File: src/rtl/mywcfifo_pkg.sv
// Shared widths, pointer/count types and word packing for the 8-to-16 width-expanding FIFO.
package mywcfifo_pkg;

  localparam int unsigned WORD_DEPTH = 256;
  localparam int unsigned ADDR_W     = $clog2(WORD_DEPTH);
  localparam int unsigned BYTE_W     = 8;
  localparam int unsigned WORD_W     = 16;
  localparam int unsigned PTR_W      = ADDR_W + 1;
  localparam int unsigned BCNT_W     = ADDR_W + 2;

  typedef logic [ADDR_W-1:0] addr_t;
  typedef logic [PTR_W-1:0]  ptr_t;
  typedef logic [PTR_W-1:0]  wcount_t;
  typedef logic [BCNT_W-1:0] bcount_t;
  typedef logic [BYTE_W-1:0] byte_t;
  typedef logic [WORD_W-1:0] word_t;

  // First-written byte lands in the low half of the word.
  function automatic word_t pack_word(input byte_t hi, input byte_t lo);
    return {hi, lo};
  endfunction

endpackage

File: src/rtl/mywcfifo_8to16_if.sv
// Byte-write / word-read bus of the 8-to-16 FIFO; master drives requests, slave is the FIFO.
interface mywcfifo_8to16_if;
  import mywcfifo_pkg::*;

  byte_t   data;
  logic    wrreq;
  logic    rdreq;
  word_t   q;
  logic    rdempty;
  logic    wrfull;
  wcount_t rdusedw;
  bcount_t wrusedw;

  modport master (
    output data, wrreq, rdreq,
    input  q, rdempty, wrfull, rdusedw, wrusedw
  );

  modport slave (
    input  data, wrreq, rdreq,
    output q, rdempty, wrfull, rdusedw, wrusedw
  );

endinterface

File: src/rtl/sdpram_16.sv
// Simple dual-port synchronous RAM, 16-bit words: one write port, one read port, registered read data.
module sdpram_16
  import mywcfifo_pkg::*;
(
  input  logic  clk,
  input  logic  rst_n,
  input  logic  i_wr_en,
  input  addr_t i_wr_addr,
  input  word_t i_wr_data,
  input  logic  i_rd_en,
  input  addr_t i_rd_addr,
  output word_t o_rd_data
);

  word_t r_mem [WORD_DEPTH];
  word_t r_rd_data;

  always_ff @(posedge clk) begin
    if (i_wr_en) r_mem[i_wr_addr] <= i_wr_data;
  end

  // Same-address read during write returns the old contents.
  always_ff @(posedge clk or negedge rst_n) begin
    if (!rst_n)       r_rd_data <= '0;
    else if (i_rd_en) r_rd_data <= r_mem[i_rd_addr];
  end

  assign o_rd_data = r_rd_data;

endmodule

File: src/rtl/mywcfifo_8to16.sv
// Single-clock FIFO packing byte pairs (low byte first) into 16-bit words.
// Define FIFO_SHOWAHEAD_EN for a look-ahead output where q presents the head word without a read.
module mywcfifo_8to16
  import mywcfifo_pkg::*;
(
  input  logic             clk,
  input  logic             rst_n,
  mywcfifo_8to16_if.slave  bus
);

  ptr_t    r_wr_ptr, r_rd_ptr;
  logic    r_half;
  byte_t   r_lo_byte;
  word_t   r_q;
  logic    r_rdempty, r_wrfull;
  wcount_t r_rdusedw;
  bcount_t r_wrusedw;

  logic    w_wr_acc, w_rd_acc, w_word_wr, w_half_nxt;
  ptr_t    w_wr_ptr_nxt, w_rd_ptr_nxt;
  wcount_t w_words_nxt;
  bcount_t w_bytes_nxt;
  word_t   w_wr_word, w_ram_rd_data;
  logic    w_ram_rd_en;
  addr_t   w_ram_rd_addr;

  // Acceptance uses the registered flags, so a full FIFO never writes and an empty one never reads.
  always_comb begin
    w_wr_acc     = bus.wrreq && !r_wrfull;
    w_rd_acc     = bus.rdreq && !r_rdempty;
    w_word_wr    = w_wr_acc && r_half;
    w_half_nxt   = w_wr_acc ? !r_half : r_half;
    w_wr_ptr_nxt = w_word_wr ? r_wr_ptr + PTR_W'(1) : r_wr_ptr;
    w_rd_ptr_nxt = w_rd_acc  ? r_rd_ptr + PTR_W'(1) : r_rd_ptr;
    w_words_nxt  = wcount_t'(w_wr_ptr_nxt - w_rd_ptr_nxt);
    w_bytes_nxt  = {w_words_nxt, w_half_nxt};
    w_wr_word    = pack_word(bus.data, r_lo_byte);
  end

  always_ff @(posedge clk or negedge rst_n) begin
    if (!rst_n) begin
      r_wr_ptr  <= '0;
      r_rd_ptr  <= '0;
      r_half    <= 1'b0;
      r_lo_byte <= '0;
      r_rdempty <= 1'b1;
      r_wrfull  <= 1'b0;
      r_rdusedw <= '0;
      r_wrusedw <= '0;
    end else begin
      r_wr_ptr  <= w_wr_ptr_nxt;
      r_rd_ptr  <= w_rd_ptr_nxt;
      r_half    <= w_half_nxt;
      if (w_wr_acc && !r_half) r_lo_byte <= bus.data;
      r_rdempty <= (w_words_nxt == '0);
      r_wrfull  <= (w_bytes_nxt == BCNT_W'(2 * WORD_DEPTH));
      r_rdusedw <= w_words_nxt;
      r_wrusedw <= w_bytes_nxt;
    end
  end

  sdpram_16 u_ram (
    .clk       (clk),
    .rst_n     (rst_n),
    .i_wr_en   (w_word_wr),
    .i_wr_addr (r_wr_ptr[ADDR_W-1:0]),
    .i_wr_data (w_wr_word),
    .i_rd_en   (w_ram_rd_en),
    .i_rd_addr (w_ram_rd_addr),
    .o_rd_data (w_ram_rd_data)
  );

`ifdef FIFO_SHOWAHEAD_EN
  // RAM prefetches the next head every cycle; a word landing on the head slot is forwarded.
  logic  r_fwd_sel;
  word_t r_fwd_data;
  word_t w_head;

  assign w_ram_rd_en   = 1'b1;
  assign w_ram_rd_addr = w_rd_ptr_nxt[ADDR_W-1:0];
  assign w_head        = r_fwd_sel ? r_fwd_data : w_ram_rd_data;

  always_ff @(posedge clk or negedge rst_n) begin
    if (!rst_n) begin
      r_fwd_sel  <= 1'b0;
      r_fwd_data <= '0;
      r_q        <= '0;
    end else begin
      r_fwd_sel  <= w_word_wr && (r_wr_ptr[ADDR_W-1:0] == w_rd_ptr_nxt[ADDR_W-1:0]);
      r_fwd_data <= w_wr_word;
      r_q        <= ((w_words_nxt == '0) || r_rdempty) ? '0 : w_head;
    end
  end
`else
  // RAM read on the accepting edge, q loaded on the following edge.
  logic r_rd_vld;

  assign w_ram_rd_en   = w_rd_acc;
  assign w_ram_rd_addr = r_rd_ptr[ADDR_W-1:0];

  always_ff @(posedge clk or negedge rst_n) begin
    if (!rst_n) begin
      r_rd_vld <= 1'b0;
      r_q      <= '0;
    end else begin
      r_rd_vld <= w_rd_acc;
      if (r_rd_vld) r_q <= w_ram_rd_data;
    end
  end
`endif

  assign bus.q       = r_q;
  assign bus.rdempty = r_rdempty;
  assign bus.wrfull  = r_wrfull;
  assign bus.rdusedw = r_rdusedw;
  assign bus.wrusedw = r_wrusedw;

endmodule

File: src/flat_wrapper.sv
// flat-port wrapper written by rule: the top's interface ports become plain ports
module mywcfifo_8to16_flat import mywcfifo_pkg::*;
  (clk, rst_n, bus_data, bus_wrreq, bus_rdreq, bus_q, bus_rdempty, bus_wrfull, bus_rdusedw, bus_wrusedw);
  mywcfifo_8to16_if bus_i ();
  input  logic clk;
  input  logic rst_n;
  input wire logic [$bits(bus_i.data)-1:0] bus_data;
  input wire logic [$bits(bus_i.wrreq)-1:0] bus_wrreq;
  input wire logic [$bits(bus_i.rdreq)-1:0] bus_rdreq;
  output wire logic [$bits(bus_i.q)-1:0] bus_q;
  output wire logic [$bits(bus_i.rdempty)-1:0] bus_rdempty;
  output wire logic [$bits(bus_i.wrfull)-1:0] bus_wrfull;
  output wire logic [$bits(bus_i.rdusedw)-1:0] bus_rdusedw;
  output wire logic [$bits(bus_i.wrusedw)-1:0] bus_wrusedw;
  assign bus_i.data = bus_data;
  assign bus_i.wrreq = bus_wrreq;
  assign bus_i.rdreq = bus_rdreq;
  assign bus_q = bus_i.q;
  assign bus_rdempty = bus_i.rdempty;
  assign bus_wrfull = bus_i.wrfull;
  assign bus_rdusedw = bus_i.rdusedw;
  assign bus_wrusedw = bus_i.wrusedw;
  mywcfifo_8to16 u_core (.clk(clk), .rst_n(rst_n), .bus(bus_i));
endmodule
File: config.mk
export PLATFORM = sky130hd
export DESIGN_NAME = mywcfifo_8to16_flat
export DESIGN_NICKNAME = d
export VERILOG_FILES = /design/src/rtl/mywcfifo_pkg.sv /design/src/rtl/mywcfifo_8to16_if.sv /design/src/rtl/sdpram_16.sv /design/src/rtl/mywcfifo_8to16.sv /design/src/flat_wrapper.sv
export SDC_FILE = /design/constraint.sdc
export NUM_CORES = 2
export LEC_CHECK = 0
export BUFFER_PORTS_ARGS = -buffer_cell sky130_fd_sc_hd__buf_2
export CAP_MARGIN = 20
export CORE_ASPECT_RATIO = 1.5
export CORE_MARGIN = 4
export CORE_UTILIZATION = 63
export DETAILED_ROUTE_END_ITERATION = 10
export PLACE_DENSITY_LB_ADDON = 0.1
export SYNTH_ARGS = -nofsm -noshare
export SYNTH_HDL_FRONTEND = slang
export SYNTH_HIERARCHICAL = 1
export SYNTH_SLANG_ARGS = --single-unit
File: constraint.sdc
create_clock -name clk -period 4.8 [get_ports clk]
set_input_delay 0.72 -clock clk [delete_from_list [all_inputs] [get_ports clk]]
set_output_delay 0.72 -clock clk [all_outputs]
set_load 0.005 [all_outputs]
### Yosys cells after proc, flatten, opt, wreduce, memory -nomap -nowiden

Memories as Yosys holds them, arrays and structs flattened. A register that Yosys moved wholly into a read port is not among the register bits.
Cells that the tools add are included.

* flip-flop bits (word level): 65
* bits in latches: 0
* memory bits (writable): 4096
* memory bits (read-only): 0
* input bits: 12
* output and inout port bits: 37
* logic and storage cells: 29
* memories kept: 1

Memory list
* u_core.u_ram.r_mem: words 256, bits a word 16, read ports 1, clocked after Yosys merged registers in 1, write ports 1, RTL line sdpram_16.sv:15 `word_t r_mem [WORD_DEPTH];`

* $add $sub $neg: 3
* $mul: 0
* divide/modulo/power cells: 0
* magnitude comparators: 0
* equality and inequality tests: 1
* shifts and indexed selects: 0
* mux-type cells: 5
* bitwise logic cells: 0
* reductions and logical operators: 9

Operators with widths (number)
* $add A9 B1 Y9 const B: 2
* $mux W9: 2
* $eq A10 B10 Y1 const B: 1
* $logic_not A9 Y1: 1
* $sub A9 B9 Y9: 1
* $logic_and A1 B1 Y1: 4
* $logic_not A1 Y1: 4
* $mux W1: 3

### Logic depth before layout (Yosys ltp)

* word-level depth: 6
* depth in mapped cells: 13
* depth with buffers taken out: 12

### By module

The synthesis kept the hierarchy.

Modules (own cells, without submodules)
* sdpram_16: instances 1, cells an instance 7536, area each 159113.9 sq um, sequential area each 123398.3 sq um
* mywcfifo_8to16: instances 1, cells an instance 216, area each 2636.3 sq um, sequential area each 1377.6 sq um

### Worst setup path before layout

Ideal clock, no wire load.

* path kind: flip-flop to flip-flop
* start: register u_core.r_lo_byte[0]
* end: memory u_core/u_ram/r_mem[0][0] (netlist name) (data pin)
* library setup time: 0.803 ns
* arrival time: 3.181 ns
* required time: 3.997 ns
* slack: 0.816 ns
* cell stages (with the launch flop): 1
* path buffers: 0
* clock period less this slack: 3.984 ns
* cell sequence: dfrtp_1

RTL lines
* from (decl): RTL line mywcfifo_8to16.sv:13 `byte_t r_lo_byte;`
* from (signal assigned): RTL line mywcfifo_8to16.sv:54 `if (w_wr_acc && !r_half) r_lo_byte <= bus.data;`
* to (decl): RTL line sdpram_16.sv:15

No word-level cell before the write port.

==> impl.org <==
** Clocking
- Once the clock tree was built, the resizer swapped 0 gates to a different size.
- Clock tree synthesis found a total of 4167 sinks.
- Buffers added to address setup during post-CTS repair amount to 0.
- Clock insertion delay at the later pin of the skew report :: 890 ps
- The tree is rooted in a sky130_fd_sc_hd__clkbuf_16.
- TritonCTS built the clock tree.
- Clock-pin slew was measured on the worst setup and hold paths at 70 ps.
- TritonCTS buffer count :: 365
- Number of buffers between clock root and the deepest sink :: 4
- CTS built an H-tree with a depth of 5.

** Synthesis
- Number of library cell types mapped by synthesis :: 92
- For this run, the leading register cell type out of synthesis is sky130_fd_sc_hd__edfxtp_1.
- Yosys mapped a number of flops with a built-in enable equal to 4096.
- Share of synthesized flip-flops with an asynchronous set or reset :: 1.70%
- Post-Syn Area :: 162000 um2
- Number of synthesized register bits :: 4167
- For this run, the number of Yosys warnings is 6.
- Net count of the mapped netlist :: 7773
- Cell types occupying the most area after synthesis :: sky130_fd_sc_hd__edfxtp_1 76%, sky130_fd_sc_hd__mux4_2 9.5%, sky130_fd_sc_hd__mux2i_1 3.8%
- Cell type with the largest total area after synthesis :: sky130_fd_sc_hd__edfxtp_1
- Area share of the largest cell type after synthesis :: 76.0%
- In the synthesized netlist, the number of instances is 7752.
- The average instance in the mapped netlist occupies 20.9 um2.
- Sequential fraction of the synthesis area :: 77.1%

** Finish
- Of the cells placed in the final design, the portion with a size suffix greater than 1 is 23.5%.
- Area of all placed cells without fillers :: 181000 um2
- The net count of the finished layout is 8322.
- Relative to the synthesized area, the layout overhead comes to 11.7%.

** STA
- Headroom to the max-slew limit came out at -1.35%.
- Clk_skew :: 35.7 ps
- After routing, the total negative slack on setup checks comes to 0 ps.
- The number of slew-limit violations in the final report came to 1.
- Hold is met by 288 ps.
- For the pin with the worst max-slew slack, the measured transition is 1520 ps.
- RSZ-0062 raised after global routing :: no
- Final setup viols :: 0
- The number of hold violations in the final report came to 0.
- The worst path in the final design needs a cycle of 4440 ps, including I/O delays and setup.
- Final period utilization :: 92.5%
- Maximum clock frequency :: 0.225 GHz

** Place
- At the end of routability-driven placement, the weighted congestion stood at 0.970.
- Detailed placement ended at an HPWL of 281000 um.
- Placed cell areas :: 169000 um2
- Buffers placed on the I/O ports in this run total 48.

** Die
- X dimension of the die :: 422 um
- The die covers 265000 um2.
- The initial utilization of the core area, before any placement, comes to 63.3%.
- 49 I/O pins were placed.
- Core ar. :: 255000 um2
- Height of the die :: 629 um
- The floorplan has 227 rows.

** Drt
- After detailed routing, the average wire length per cell comes to 38.1 um.
- Antenna-violating nets left :: 0
- Number of vias after detailed routing :: 84400
- Number of violations reported at the end of detailed-routing iteration 0 :: 12500
- Number of search-and-repair iterations in the first detailed-routing pass :: 6
- In the routed layout, each cell is associated on average with a via count of 7.07.
- DRC violations left :: 0
- After detailed routing, the total wire length is 455000 um.

** Flow run
- The tool flagged a number of max-cap violations equal to 0.

** GRT
- Met3 usage in global routing :: 6.86%
- For this run, the total global-route usage over all layers was measured as 34.3%.
- Global routing used 55.3% of the available met2 tracks.
- The total overflow left after global routing is 0.
- For this run, global-route usage on met1 was measured as 44.2%.
- The first global-routing pass estimated 639000 um of wire.
- The number of global-route vias before repair is 83400.
- Pin count of the biggest net entering global routing :: 165
- Antenna violations before repair :: 29
- After global routing, the most crowded layer is met2.

** Power
- The worst-case IR drop observed on VDD is 0.464 mV.
- Summed over all cells, the static leakage comes to 58.7 nW.
- Cell area power density :: 580 nW/um2

** Worst setup path
- Worst setup EP type :: flip-flop
- Of all nets on the critical path, the largest fanout is 49.
- Required time reported for the critical path endpoint :: 5630 ps
- For the worst flop-to-flop path, the logic depth is 8.
- The worst setup path is launched from a flip-flop.
- Critical Setup Path Class :: reg2reg
- Crit path arrival time :: 5270 ps

** Outcome
- Violations in the final reports :: max-slew violations
- Run status :: finished, violations left

** Worst hold path
- The min-delay analysis places its worst path in the category in2reg.
- Worst hold path depth :: 1
[cells by family (layout without fill, tap and decap cells)]
kind of cell,count (synthesis),after routing,share of synthesized area (%)
compound gates,868,868,3.79
mux,1410,1410,14.6
xor+xnor,18,18,0.106
buf+inv,507,1343,2.10
other cells,0,34,0
fa+ha+maj,10,10,0.0812
simple gates,772,772,2.18
flops,4167,4167,77.1
[through the flow]
step                      setup slack (ps)  cells  util (%)  total power [mW]
final                                  359  11900      70.7               105
after global placement               -92.5  11200      66.0              75.2
after floorplan                        816   7752         -              64.2
after CTS                              536  11900      70.7               105
after global routing                   270  11900      70.7               108
after detailed placement               569  11200      66.0              75.6
[final cells by class]
class	instances	area, um2
diodes	34	85.1
fillers	15200	74700
flip-flops and latches	4167	125000
multi-input cells	3078	33800
clock buffers	460	9800
inverters	35	139
well taps	3320	4150
clock inverters	194	2070
repair buffers	654	5770
[per-layer routing]
metal	vias up	part of all wire (%)
met5	-	0.014
met4	10	7.0
met3	1093	10
met2	5478	49
met1	44300	34
li1	33500	-
[registers in the layout, summed over array words and instances (netlist names), 6 cells and up, named ones only]
register                cells
u_core/bus.q               16
u_core/bus.wrusedw          9
u_core/r_lo_byte            8
u_core/u_ram/r_mem       4096
u_core/r_wr_ptr             6
u_core/r_rd_ptr             9
u_core/u_ram/o_rd_data     16
[synthesized netlist by cell type, types with 70 or more instances]
master and instances:
sky130_fd_sc_hd__a211oi_1 73, sky130_fd_sc_hd__a21oi_1 105, sky130_fd_sc_hd__a22oi_1 104, sky130_fd_sc_hd__buf_2 102
sky130_fd_sc_hd__buf_6 73, sky130_fd_sc_hd__clkbuf_1 171, sky130_fd_sc_hd__dfrtp_1 70, sky130_fd_sc_hd__edfxtp_1 4096
sky130_fd_sc_hd__mux2i_1 607, sky130_fd_sc_hd__mux4_2 682, sky130_fd_sc_hd__nand2_1 192, sky130_fd_sc_hd__nor2_1 308
sky130_fd_sc_hd__o21ai_0 95, sky130_fd_sc_hd__o221ai_1 112, sky130_fd_sc_hd__o22ai_1 199
[final timing paths]
check | startpoint | end | slack, ps
max in group asynchronous | rst_n | u_core/u_ram/o_rd_data[5] | 3080
min | bus_data[4] | u_core/u_ram/r_mem[62][12] | 290
max | u_core/r_rd_ptr[0] | u_core/u_ram/o_rd_data[4] | 360
min reg2reg | u_core/bus.q[6] | u_core/bus.q[6] | 510
max reg2reg | u_core/r_rd_ptr[0] | u_core/u_ram/o_rd_data[4] | 360
min in group asynchronous | rst_n | u_core/r_lo_byte[3] | 360
[critical path: stages, from the launching register on]
cell,delay [ps]
sky130_fd_sc_hd__dfrtp_4,890
sky130_fd_sc_hd__buf_12,410
sky130_fd_sc_hd__buf_4,500
sky130_fd_sc_hd__mux4_2,320
sky130_fd_sc_hd__o22ai_1,70
sky130_fd_sc_hd__o21ai_0,410
sky130_fd_sc_hd__nand3_1,450
sky130_fd_sc_hd__nor3_1,1000
sky130_fd_sc_hd__a211o_1,180
[layout by cell type, fill, tap and decap left out, types with 33 or more instances in the layout]
cell	count
sky130_fd_sc_hd__a211oi_1	72
sky130_fd_sc_hd__a21oi_1	105
sky130_fd_sc_hd__a22oi_1	104
sky130_fd_sc_hd__buf_12	64
sky130_fd_sc_hd__buf_2	40
sky130_fd_sc_hd__buf_4	528
sky130_fd_sc_hd__bufinv_16	45
sky130_fd_sc_hd__clkbuf_1	80
sky130_fd_sc_hd__clkbuf_16	379
sky130_fd_sc_hd__clkinv_1	73
sky130_fd_sc_hd__clkinv_2	60
sky130_fd_sc_hd__dfrtp_1	57
sky130_fd_sc_hd__diode_2	34
sky130_fd_sc_hd__edfxtp_1	4096
sky130_fd_sc_hd__inv_1	33
sky130_fd_sc_hd__mux2_2	67
sky130_fd_sc_hd__mux2i_1	607
sky130_fd_sc_hd__mux4_1	54
sky130_fd_sc_hd__mux4_2	682
sky130_fd_sc_hd__nand2_1	192
sky130_fd_sc_hd__nand3_1	56
sky130_fd_sc_hd__nand4_1	33
sky130_fd_sc_hd__nor2_1	262
sky130_fd_sc_hd__nor2_2	44
sky130_fd_sc_hd__nor3_1	59
sky130_fd_sc_hd__o21ai_0	94
sky130_fd_sc_hd__o221ai_1	112
sky130_fd_sc_hd__o22ai_1	199
[where the power goes]
| group | internal [mW] | total (mW) | switching [mW] |
|---|---|---|---|
| sequential | 43.2 | 44.4 | 1.29 |
| clock | 16.9 | 29.6 | 12.7 |
| combinational | 11.2 | 30.8 | 19.6 |
[what timing repair did]
action,4_1_cts,5_1_grt
hold endpoints to repair,32,0
endpoints found under the setup margin,0,0
hold buffers,1,0
No activity file was read; power rests on OpenSTA's default activity.
